[config.mk]
export PLATFORM = sky130hd
export DESIGN_NAME = button_conditioner
export DESIGN_NICKNAME = d
export VERILOG_FILES = /design/src/rtl/tl_pkg.sv /design/src/rtl/button_conditioner_sync2.sv /design/src/rtl/button_conditioner.sv
export SDC_FILE = /design/constraint.sdc
export NUM_CORES = 1
export LEC_CHECK = 0
export BUFFER_PORTS_ARGS = -buffer_cell sky130_fd_sc_hd__buf_4
export CORE_MARGIN = 8
export CORE_UTILIZATION = 45
export DETAILED_ROUTE_END_ITERATION = 6
export PLACE_DENSITY = 0.67
export SYNTH_ARGS = -nofsm -noshare
export SYNTH_HDL_FRONTEND = slang
export SYNTH_HIERARCHICAL = 1
export SYNTH_SLANG_ARGS = --single-unit
[constraint.sdc]
create_clock -name C -period 1.36 [get_ports C]
set_clock_uncertainty 0.05 [all_clocks]
set_input_delay 0.136 -clock C [delete_from_list [all_inputs] [get_ports C]]
set_output_delay 0.136 -clock C [all_outputs]
set_load 0.02 [all_outputs]
[src/rtl/tl_pkg.sv]
// Shared types and defaults for the pushbutton conditioner.
// State encoding is 2 bits with all four codes in use.
package tl_pkg;

    typedef enum logic [1:0] {
        ST_IDLE     = 2'd0,
        ST_DB_PRESS = 2'd1,
        ST_HELD     = 2'd2,
        ST_DB_REL   = 2'd3
    } btn_state_t;

    localparam int DEB_N_DEF = 16;
    localparam int LP_N_DEF  = 64;

    // The debounced level is high whenever the button is considered down.
    function automatic logic is_down(input btn_state_t st);
        return (st == ST_HELD) || (st == ST_DB_REL);
    endfunction

endpackage

[src/rtl/button_conditioner_sync2.sv]
// Two-flop synchroniser for an asynchronous single-bit input.
// Both flops reset asynchronously to 0.
module sync2 (
    input  logic C,
    input  logic R,
    input  logic D,
    output logic Q
);

    logic meta;

    always_ff @(posedge C or posedge R) begin
        if (R) begin
            meta <= 1'b0;
            Q    <= 1'b0;
        end else begin
            meta <= D;
            Q    <= meta;
        end
    end

endmodule

[src/rtl/button_conditioner.sv]
// Debounce FSM, sticky request flag and optional long-press detector for an
// active-low pushbutton. Long-press logic is built only with BTN_LONGPRESS_EN.
//
// state       | meaning
// ST_IDLE     | button released and stable
// ST_DB_PRESS | bS high, counting CE ticks before accepting the press
// ST_HELD     | press accepted, button down
// ST_DB_REL   | bS low while held, counting CE ticks before accepting release
module button_conditioner
    import tl_pkg::*;
#(
    parameter int DEB_N = DEB_N_DEF,
    parameter int LP_N  = LP_N_DEF
) (
    input  logic C,
    input  logic R,
    input  logic anB,
    input  logic CE,
    input  logic R_BY,
    output logic BP,
    output logic B,
    output logic LP,
    output logic BD
);

    if (DEB_N < 2 || DEB_N > 255) begin : g_bad_deb_n
        $error("DEB_N must be in 2..255");
    end
    if (LP_N < 2 || LP_N > 255) begin : g_bad_lp_n
        $error("LP_N must be in 2..255");
    end

    localparam logic [7:0] DEB_LAST = 8'(DEB_N - 1);

    logic       bs;
    btn_state_t state;
    btn_state_t next_state;
    logic [7:0] cnt;
    logic [7:0] next_cnt;
    logic       bp_set;
    logic       state_bad;

    sync2 u_sync (
        .C (C),
        .R (R),
        .D (~anB),
        .Q (bs)
    );

    always_comb begin
        next_state = state;
        next_cnt   = cnt;
        bp_set     = 1'b0;
        state_bad  = 1'b0;
        case (state)
            ST_IDLE: begin
                if (bs) begin
                    next_state = ST_DB_PRESS;
                    next_cnt   = 8'd0;
                end
            end
            ST_DB_PRESS: begin
                if (!bs) begin
                    next_state = ST_IDLE;
                    next_cnt   = 8'd0;
                end else if (CE) begin
                    if (cnt == DEB_LAST) begin
                        next_state = ST_HELD;
                        next_cnt   = 8'd0;
                        bp_set     = 1'b1;
                    end else begin
                        next_cnt = cnt + 8'd1;
                    end
                end
            end
            ST_HELD: begin
                if (!bs) begin
                    next_state = ST_DB_REL;
                    next_cnt   = 8'd0;
                end
            end
            ST_DB_REL: begin
                // A bounce back to pressed resumes the hold without a new BP.
                if (bs) begin
                    next_state = ST_HELD;
                    next_cnt   = 8'd0;
                end else if (CE) begin
                    if (cnt == DEB_LAST) begin
                        next_state = ST_IDLE;
                        next_cnt   = 8'd0;
                    end else begin
                        next_cnt = cnt + 8'd1;
                    end
                end
            end
            default: begin
                next_state = ST_IDLE;
                next_cnt   = 8'd0;
                state_bad  = 1'b1;
            end
        endcase
    end

    always_ff @(posedge C or posedge R) begin
        if (R) begin
            state <= ST_IDLE;
            cnt   <= 8'd0;
        end else begin
            state <= next_state;
            cnt   <= next_cnt;
        end
    end

    // Set has priority over R_BY sampled on the same edge so no press is lost.
    always_ff @(posedge C or posedge R) begin
        if (R) begin
            BP <= 1'b0;
            B  <= 1'b0;
            BD <= 1'b0;
        end else begin
            BP <= bp_set;
            B  <= bp_set | (B & ~R_BY & ~state_bad);
            BD <= is_down(next_state);
        end
    end

`ifdef BTN_LONGPRESS_EN
    localparam logic [7:0] LP_LAST = 8'(LP_N - 1);

    logic [7:0] lp_cnt;
    logic       lp_done;

    // Only a fresh press restarts the count; DB_REL->HELD bounces keep it.
    always_ff @(posedge C or posedge R) begin
        if (R) begin
            lp_cnt  <= 8'd0;
            lp_done <= 1'b0;
            LP      <= 1'b0;
        end else if (state == ST_DB_PRESS && next_state == ST_HELD) begin
            lp_cnt  <= 8'd0;
            lp_done <= 1'b0;
            LP      <= 1'b0;
        end else if (state == ST_HELD && CE) begin
            if (lp_cnt != LP_LAST) begin
                lp_cnt <= lp_cnt + 8'd1;
            end
            LP <= (lp_cnt == LP_LAST) && !lp_done;
            if (lp_cnt == LP_LAST) begin
                lp_done <= 1'b1;
            end
        end else begin
            LP <= 1'b0;
        end
    end
`else
    assign LP = 1'b0;
`endif

endmodule

==> flow_summary.rst, run 1 <==
.. list-table::
   :header-rows: 1

   * - Metric
     - Value
   * - Result of the run
     - complete, but fails checks
   * - Failing checks
     - setup timing
   * - Insertion delay of the later-clocked pin in the worst-skew pair
     - about 0.28 ns
   * - Share of cells above drive strength 1
     - 42.05%
   * - Core Region
     - between 1500 and 2000 sq um
   * - Worst EP arrival
     - 1.52 ns
   * - Synth warn
     - 6
   * - First-pass GRT wire length
     - around 2400 um
   * - Most common cell after layout, fill and taps aside
     - sky130_fd_sc_hd__buf_4
   * - Worst Reg2Reg Path Length in Cells
     - 4
   * - CTS Sinks
     - 14
   * - Depth of the worst hold-timing path
     - 3
   * - Worst slack after detailed placement
     - -0.06895 ns
   * - Average via count per standard cell
     - roughly 5.2
   * - Commonest non-fill, non-tap cells in the layout
     - sky130_fd_sc_hd__buf_4 (18), sky130_fd_sc_hd__dfrtp_1 (12), sky130_fd_sc_hd__inv_1 (6), sky130_fd_sc_hd__nor2_1 (6), sky130_fd_sc_hd__xor2_1 (5)
   * - Flop and latch count out of synthesis
     - 14
   * - Post-route standard cell area excluding fillers
     - 949.7 sq um
   * - Reg2reg setup slack
     - -0.06 ns
   * - RSZ-0062 raised after global routing
     - true
   * - Leftover overflow at the end of global routing
     - 0
   * - Largest fanout on the critical path
     - 10
   * - Final worst path period share
     - 104.2%
   * - Type of element launching the critical path
     - flop
   * - Count of routing violations after the opening detailed-route iteration
     - 14
   * - Die extent in y
     - 56.02 um
   * - Wirelength per Cell
     - 13.47 um
   * - Final Slew Violations
     - 0
   * - Ports placed on the boundary
     - 9
   * - Multi-input gate area in the final layout
     - around 380 sq um
   * - Routed wire length
     - between 1000 and 1500 um
   * - First-pass iteration count of the detailed router
     - 4
   * - Synthesized net count
     - 73
   * - Dominant cells by area after synthesis
     - sky130_fd_sc_hd__dfrtp_1 (49%), sky130_fd_sc_hd__xor2_1 (6.1%), sky130_fd_sc_hd__inv_1 (3.1%)
   * - Antenna violations before repair
     - 0
   * - Starting density of the core
     - between 40% and 50%
   * - Count of nets after finishing
     - between 90 and 100
   * - Crit-path cells
     - xor2_4 > o211ai_1 > xor2_1 > nor2_1
   * - Diodes inserted
     - 0
   * - Placed cell area
     - 838.3 sq um
   * - Max-capacitance violation count
     - 0
   * - Area share of the leading cell type in the synthesized netlist
     - 48.61%
   * - Die Outline Area
     - 3138 sq um
   * - CP Class
     - flop to flop
   * - Gate Count Post-Synth
     - 67
   * - Worst-case clock buffer depth
     - 2
   * - Number of global-route vias before repair
     - 574
   * - Clk Tree Root Cell
     - sky130_fd_sc_hd__clkbuf_4
   * - Cell count along the critical path
     - 4
   * - Final Worst Setup Slack
     - -0.05658 ns
   * - Clock tree from TritonCTS
     - done
   * - Critical Path End Type
     - flop
   * - Final Total Pwr
     - roughly 0.73 mW
   * - Post-detailed-route DRC marker count
     - 0
   * - Lkg Pwr
     - 0.4532 nW
   * - FF/Latch Area
     - 352.8 sq um
   * - H-Tree Depth
     - 1
   * - Netlist cell types
     - 31
   * - Hold wc startpoint
     - R_BY
   * - Worst VDD drop
     - 0.4545 mV
   * - Area growth from synthesis to layout
     - 31.77%
   * - Largest incremental delay on the critical path
     - roughly 0.45 ns
   * - PwrDens
     - 769.0 nW/um^2
   * - Total buffers and inverters traversed by the critical path
     - 0
   * - Count of fill cells added during filler insertion
     - 123
   * - All-layer global routing usage
     - around a tenth
   * - Clock buffers created by TritonCTS
     - 3
   * - Hold slack final
     - 0.09413 ns
   * - Final Wtd Congestion
     - about 0.76
   * - CTS clock-pin slew for the worst setup and hold paths
     - 0.08 ns
   * - Source of the critical timing path
     - state[1]
   * - Proportion of synthesized chip area in sequential cells
     - 48.61%
   * - HPWL Detailed
     - between 1000 and 1500 um
   * - Worst R2R Start
     - state[1]
   * - Leading area contributor after synthesis
     - sky130_fd_sc_hd__dfrtp_1
   * - Endpoint, Worst Hold
     - B
   * - Count of input and output buffers
     - 7
   * - CP max stage cell
     - sky130_fd_sc_hd__dfrtp_2
   * - Endpoints failing setup
     - 4
   * - Post-layout minimum cycle time
     - roughly 1.4 ns
   * - Maximum number of pins on one net before global-route repair
     - 13
   * - Max Freq
     - 705.9 MHz
   * - Count of vias placed by the detailed router
     - ~540
   * - Cell family with most CP delay
     - XOR/XNOR gates
   * - Final hold viol count
     - 0
   * - Worst R2R End
     - cnt[7]
   * - Crit path required time
     - between 1 and 1.5 ns
   * - Die Width
     - approximately 56 um
   * - Summed instance area of the synthesized netlist
     - about 720 sq um
   * - Remaining antenna violation count
     - 0
   * - Post-Syn Area per Cell
     - ~11 sq um
   * - Count of standard-cell rows
     - 14
   * - Path category of the worst min-delay check
     - input pin to flop
worst max path at each step:
stage                     to  slack [ns]
detailed placement    cnt[4]       -0.07
CTS                 state[1]       -0.04
finish                cnt[7]       -0.06
global route          cnt[6]       -0.09
floorplan           state[1]       0.004
global placement    state[1]       -0.04
layout make-up:
type / instances / share of cell area, %
well taps: 16 / 2.108
repair buffers: 20 / 16.34
clock buffers: 3 / 2.372
multi-input cells: 45 / 39.66
flip-flops and latches: 14 / 37.15
inverters: 6 / 2.372
repair_timing:
action                                 4_1_cts  5_1_grt
resized for setup                            2        7
pin swaps                                   10        8
buffers inserted                             3        2
gates cloned                                 0        0
endpoints found under the hold margin       15        0
setup endpoints to repair                    8       12
hold buffers                                 2        0
per-layer routing:
layer,share of wire [%],track usage (%),vias to the layer above
met3,6.1,3.196,4
met2,46,15.69,12
met1,45,10.19,247
li1,-,-,273
met4,2.2,6.186,0
met5,0,0,-
state kept, by name (all words and copies together), names as in the netlist:
name and cells:
cnt 8, state 2, B 1, BP 1, u_sync/Q 1, u_sync/meta 1
tightest hold or removal path, delay by kind of cell:
family          cells  cell delay [ns]
buf+inv             2             0.14
compound gates      1             0.10
power breakdown:
| group | total (mW) | switching, mW | internal [mW] |
|---|---|---|---|
| registers | 0.433 | 0.00941 | 0.424 |
| clock network | 0.225 | 0.122 | 0.103 |
| logic | 0.0721 | 0.0384 | 0.0337 |
| total | 0.730 | 0.170 | 0.560 |
synth_stat cells (all sizes together):
library cell and count:
nand3 3, o21ai 4, nand2b 1, xor2 6, a211oi 1, nor3b 1, mux2i 1, ha 1
and2 2, nor4 1, nor2 6, a21o 1, mux2 1, dfrtp 14, conb 1, nor2b 1
and3 1, buf 1, o2111ai 2, and4 3, a21oi 4, clkbuf 1, o211ai 2, nand2 2
inv 6
cells by family (layout without fill, tap and decap cells):
logic type	count (synthesis)	count (layout)	share of synthesized area, %
adder cells (fa/ha/maj)	1	1	1.736
flip-flops	14	14	48.61
buffers and inverters	8	29	4.861
other	1	1	0.5203
AO/OA/AOI/OAI	14	14	12.67
XOR/XNOR	6	6	8.334
multiplexers	2	2	2.951
AND/OR/NAND/NOR	21	21	20.32
metrics by stage:
stage | util, % | std cells | setup TNS (ns)
detailed placement | 55.65 | 95 | -0.3723
global route | 63.04 | 104 | -0.6576
CTS | 60.71 | 102 | -0.1057
floorplan | - | 67 | 0
finish | 63.04 | 104 | -0.07425
global placement | 55.65 | 95 | -0.2201
Power figures use the tool's default switching activity.
==> run 2: changes to the inputs <==
--- a/config.mk
+++ b/config.mk
@@ -6,10 +6,9 @@
 export NUM_CORES = 1
 export LEC_CHECK = 0
 export BUFFER_PORTS_ARGS = -buffer_cell sky130_fd_sc_hd__buf_4
-export CORE_MARGIN = 8
+export CORE_MARGIN = 5
 export CORE_UTILIZATION = 45
 export DETAILED_ROUTE_END_ITERATION = 6
-export PLACE_DENSITY = 0.67
 export SYNTH_ARGS = -nofsm -noshare
 export SYNTH_HDL_FRONTEND = slang
 export SYNTH_HIERARCHICAL = 1
==> constraint.sdc (replaced) <==
create_clock -name C -period 1.7 [get_ports C]
set_clock_uncertainty 0.05 [all_clocks]
set_input_delay 0.17 -clock C [delete_from_list [all_inputs] [get_ports C]]
set_output_delay 0.17 -clock C [all_outputs]
set_load 0.02 [all_outputs]
==> run 2 against run 1 <==
  * The run now ends clean
  * Sequential power fell by 20%
  * Critical path depth did not move
  * Die area fell by 20%
  * Final cell count fell by 9.6%
  * Flip-flop and latch count did not move
  * Largest cell class is now sequential cells
  * Worst setup slack improved by 0.24 ns
  * Register-to-register slack improved by 0.24 ns
  * Wire length fell by 13%
==> flow_summary.rst, run 2 (same netlist as run 1, synthesis figures left out) <==
.. list-table::
   :header-rows: 1

   * - Metric
     - Value
   * - Crit path required time
     - 1.82 ns (+0.35 ns)
   * - Count of input and output buffers
     - 7 (unchanged)
   * - CP Class
     - flop to flop
   * - Switching share of power
     - 22.57% (-0.73 points)
   * - Wirelength per Cell
     - 12.94 um (-4.0%)
   * - Largest fanout on the critical path
     - 5 (-5)
   * - Inst Count DP
     - 88 (-7.4%)
   * - Average via count per standard cell
     - 5.085 (-1.3%)
   * - Count of nets after finishing
     - 85 (-11%)
   * - Starting density of the core
     - 47.84% (unchanged)
   * - Internal power
     - 0.4887 mW (-13%)
   * - Die extent in y
     - 50.02 um (-11%)
   * - Critical Path End Type
     - flop
   * - Die Width
     - 50.02 um (-11%)
   * - Final Worst Setup Slack
     - 0.1826 ns (+0.2392 ns)
   * - First-pass iteration count of the detailed router
     - 4 (unchanged)
   * - Fin cells
     - 94 (-9.6%)
   * - Most common cell after layout, fill and taps aside
     - sky130_fd_sc_hd__dfrtp_1
   * - Diodes inserted
     - 0 (unchanged)
   * - Comb power frac
     - 7.3% (-2.6 points)
   * - Max FFs per register
     - 8 (unchanged)
   * - Largest reg by FF count
     - cnt
   * - All-layer global routing usage
     - 11.66% (+2.1 points)
   * - Post-layout minimum cycle time
     - 1.517 ns (+0.1008 ns)
   * - Setup Fix Bufs, Post-CTS
     - 0 (-3)
   * - Max Freq
     - 659.0 MHz (-6.6%)
   * - Final setup TNS
     - 0 ns (+0.07425 ns)
   * - Number of cells upsized or downsized after cts
     - 0 (-2)
   * - First-pass GRT wire length
     - 2139 um (-12%)
   * - Insertion delay of the later-clocked pin in the worst-skew pair
     - 0.28 ns (about the same)
   * - Antenna violations before repair
     - 0 (unchanged)
   * - Sw power
     - 0.1424 mW (-16%)
   * - Clk Tree Root Cell
     - sky130_fd_sc_hd__clkbuf_4
   * - Leftover overflow at the end of global routing
     - 0 (unchanged)
   * - Routed wire length
     - 1216 um (-13%)
   * - Worst VDD drop
     - 0.4209 mV (-7.4%)
   * - Area growth from synthesis to layout
     - 16.15%
   * - Endpoints failing setup
     - 0 (-4)
   * - Clock tree from TritonCTS
     - done
   * - Count of standard-cell rows
     - 14 (unchanged)
   * - Share of cells above drive strength 1
     - 25.64% (-16 points)
   * - Clock buffers created by TritonCTS
     - 3 (unchanged)
   * - Worst EP arrival
     - 1.64 ns (+0.12 ns)
   * - Count of vias placed by the detailed router
     - 478 (-11%)
   * - Worst-case clock buffer depth
     - 2 (unchanged)
   * - Reg2reg setup slack
     - 0.18 ns (+0.24 ns)
   * - Top flop regs
     - cnt x8, state x2
   * - Sequential share of power
     - 54.9% (-4.4 points)
   * - Final Wtd Congestion
     - 0.8855 (+16%)
   * - Final Total Pwr
     - 0.6311 mW (-14%)
   * - Maximum number of pins on one net before global-route repair
     - 13 (unchanged)
   * - Worst slack after detailed placement
     - 0.2024 ns (+0.2714 ns)
   * - CTS Sinks
     - 14 (unchanged)
   * - Post-detailed-route DRC marker count
     - 0 (unchanged)
   * - Type of element launching the critical path
     - flop
   * - CTS clock-pin slew for the worst setup and hold paths
     - 0.09 ns (about the same)
   * - Result of the run
     - finished clean
   * - Final Slew Violations
     - 0 (unchanged)
   * - RSZ-0062 raised after global routing
     - false
   * - PwrDens
     - 754.0 nW/um^2 (-2.0%)
   * - Commonest non-fill, non-tap cells in the layout
     - sky130_fd_sc_hd__dfrtp_1 (14), sky130_fd_sc_hd__buf_4 (7), sky130_fd_sc_hd__inv_1 (6), sky130_fd_sc_hd__nor2_1 (6), sky130_fd_sc_hd__xor2_1 (5)
   * - CTS Hold Buffers Added
     - 2 (unchanged)
   * - Die Outline Area
     - 2502 sq um (-20%)
   * - HPWL Detailed
     - 902.9 um (-11%)
   * - Final hold viol count
     - 0 (unchanged)
   * - Final worst path period share
     - 89.26% (-15 points)
   * - Max-capacitance violation count
     - 0 (unchanged)
   * - H-Tree Depth
     - 1 (unchanged)
   * - Remaining antenna violation count
     - 0 (unchanged)
   * - Ports placed on the boundary
     - 9 (unchanged)
   * - Number of global-route vias before repair
     - 452 (-21%)
   * - Lkg Pwr
     - 0.4015 nW (-11%)
   * - Count of routing violations after the opening detailed-route iteration
     - 9 (-5)
   * - Core Region
     - 1506 sq um (unchanged)
   * - Relative contribution of the clock network to total power
     - 37.9% (+7.1 points)
   * - Path category of the worst min-delay check
     - input pin to flop
run 2: metal layers:
layer	global-route usage [%]	up-vias	wire (um)
li1	-	252	-
met1	16.35	217	621
met2	14.44	7	526
met3	4.217	2	55
met4	7.860	0	12
met5	0	-	0
run 2: area by class of cell:
cell class | instances | area (sq um)
Fill cell | 130 | 669.4
Sequential cell | 14 | 350.3
Multi-Input combinational cell | 45 | 335.3
Timing Repair Buffer | 9 | 72.57
Clock buffer | 4 | 36.28
Inverter | 6 | 22.52
Tap cell | 16 | 20.02
run 2: worst max-delay path: stages (launching register included):
cell and delay, ns:
sky130_fd_sc_hd__dfrtp_1 0.42, sky130_fd_sc_hd__ha_1 0.25, sky130_fd_sc_hd__and4_1 0.25, sky130_fd_sc_hd__nand3_2 0.11, sky130_fd_sc_hd__mux2_2 0.33
run 2: power by group through the flow:
stage	Combinational [mW]	Sequential (mW)	Clock (mW)
2_1_floorplan	0.0330	0.349	0
3_3_place_gp	0.0425	0.352	0
3_5_place_dp	0.0427	0.353	0
4_1_cts	0.0466	0.346	0.251
5_1_grt	0.0521	0.348	0.272
6_report	0.0459	0.346	0.239
run 2: path summary, 6_finish.rpt:
path | startpoint | endpoint | cells past startpoint
worst max-delay path | cnt[0] | state[1] | 4
worst min-delay path | R_BY | B | 3
worst max register to register | cnt[0] | state[1] | 4
worst min register to register | u_sync/meta | u_sync/Q | 0
max in group asynchronous | R | BP | 3
min in group asynchronous | R | u_sync/meta | 3
run 2: stage by stage:
step	instance area, sq um	util (%)	hold slack, ns
after global routing	837.1	55.56	0.1059
after floorplan	720.7	-	-0.1388
after CTS	837.1	55.56	0.1044
after detailed placement	780.7	51.83	-0.007763
after global placement	780.7	51.83	-0.01224
final	837.1	55.56	0.1149
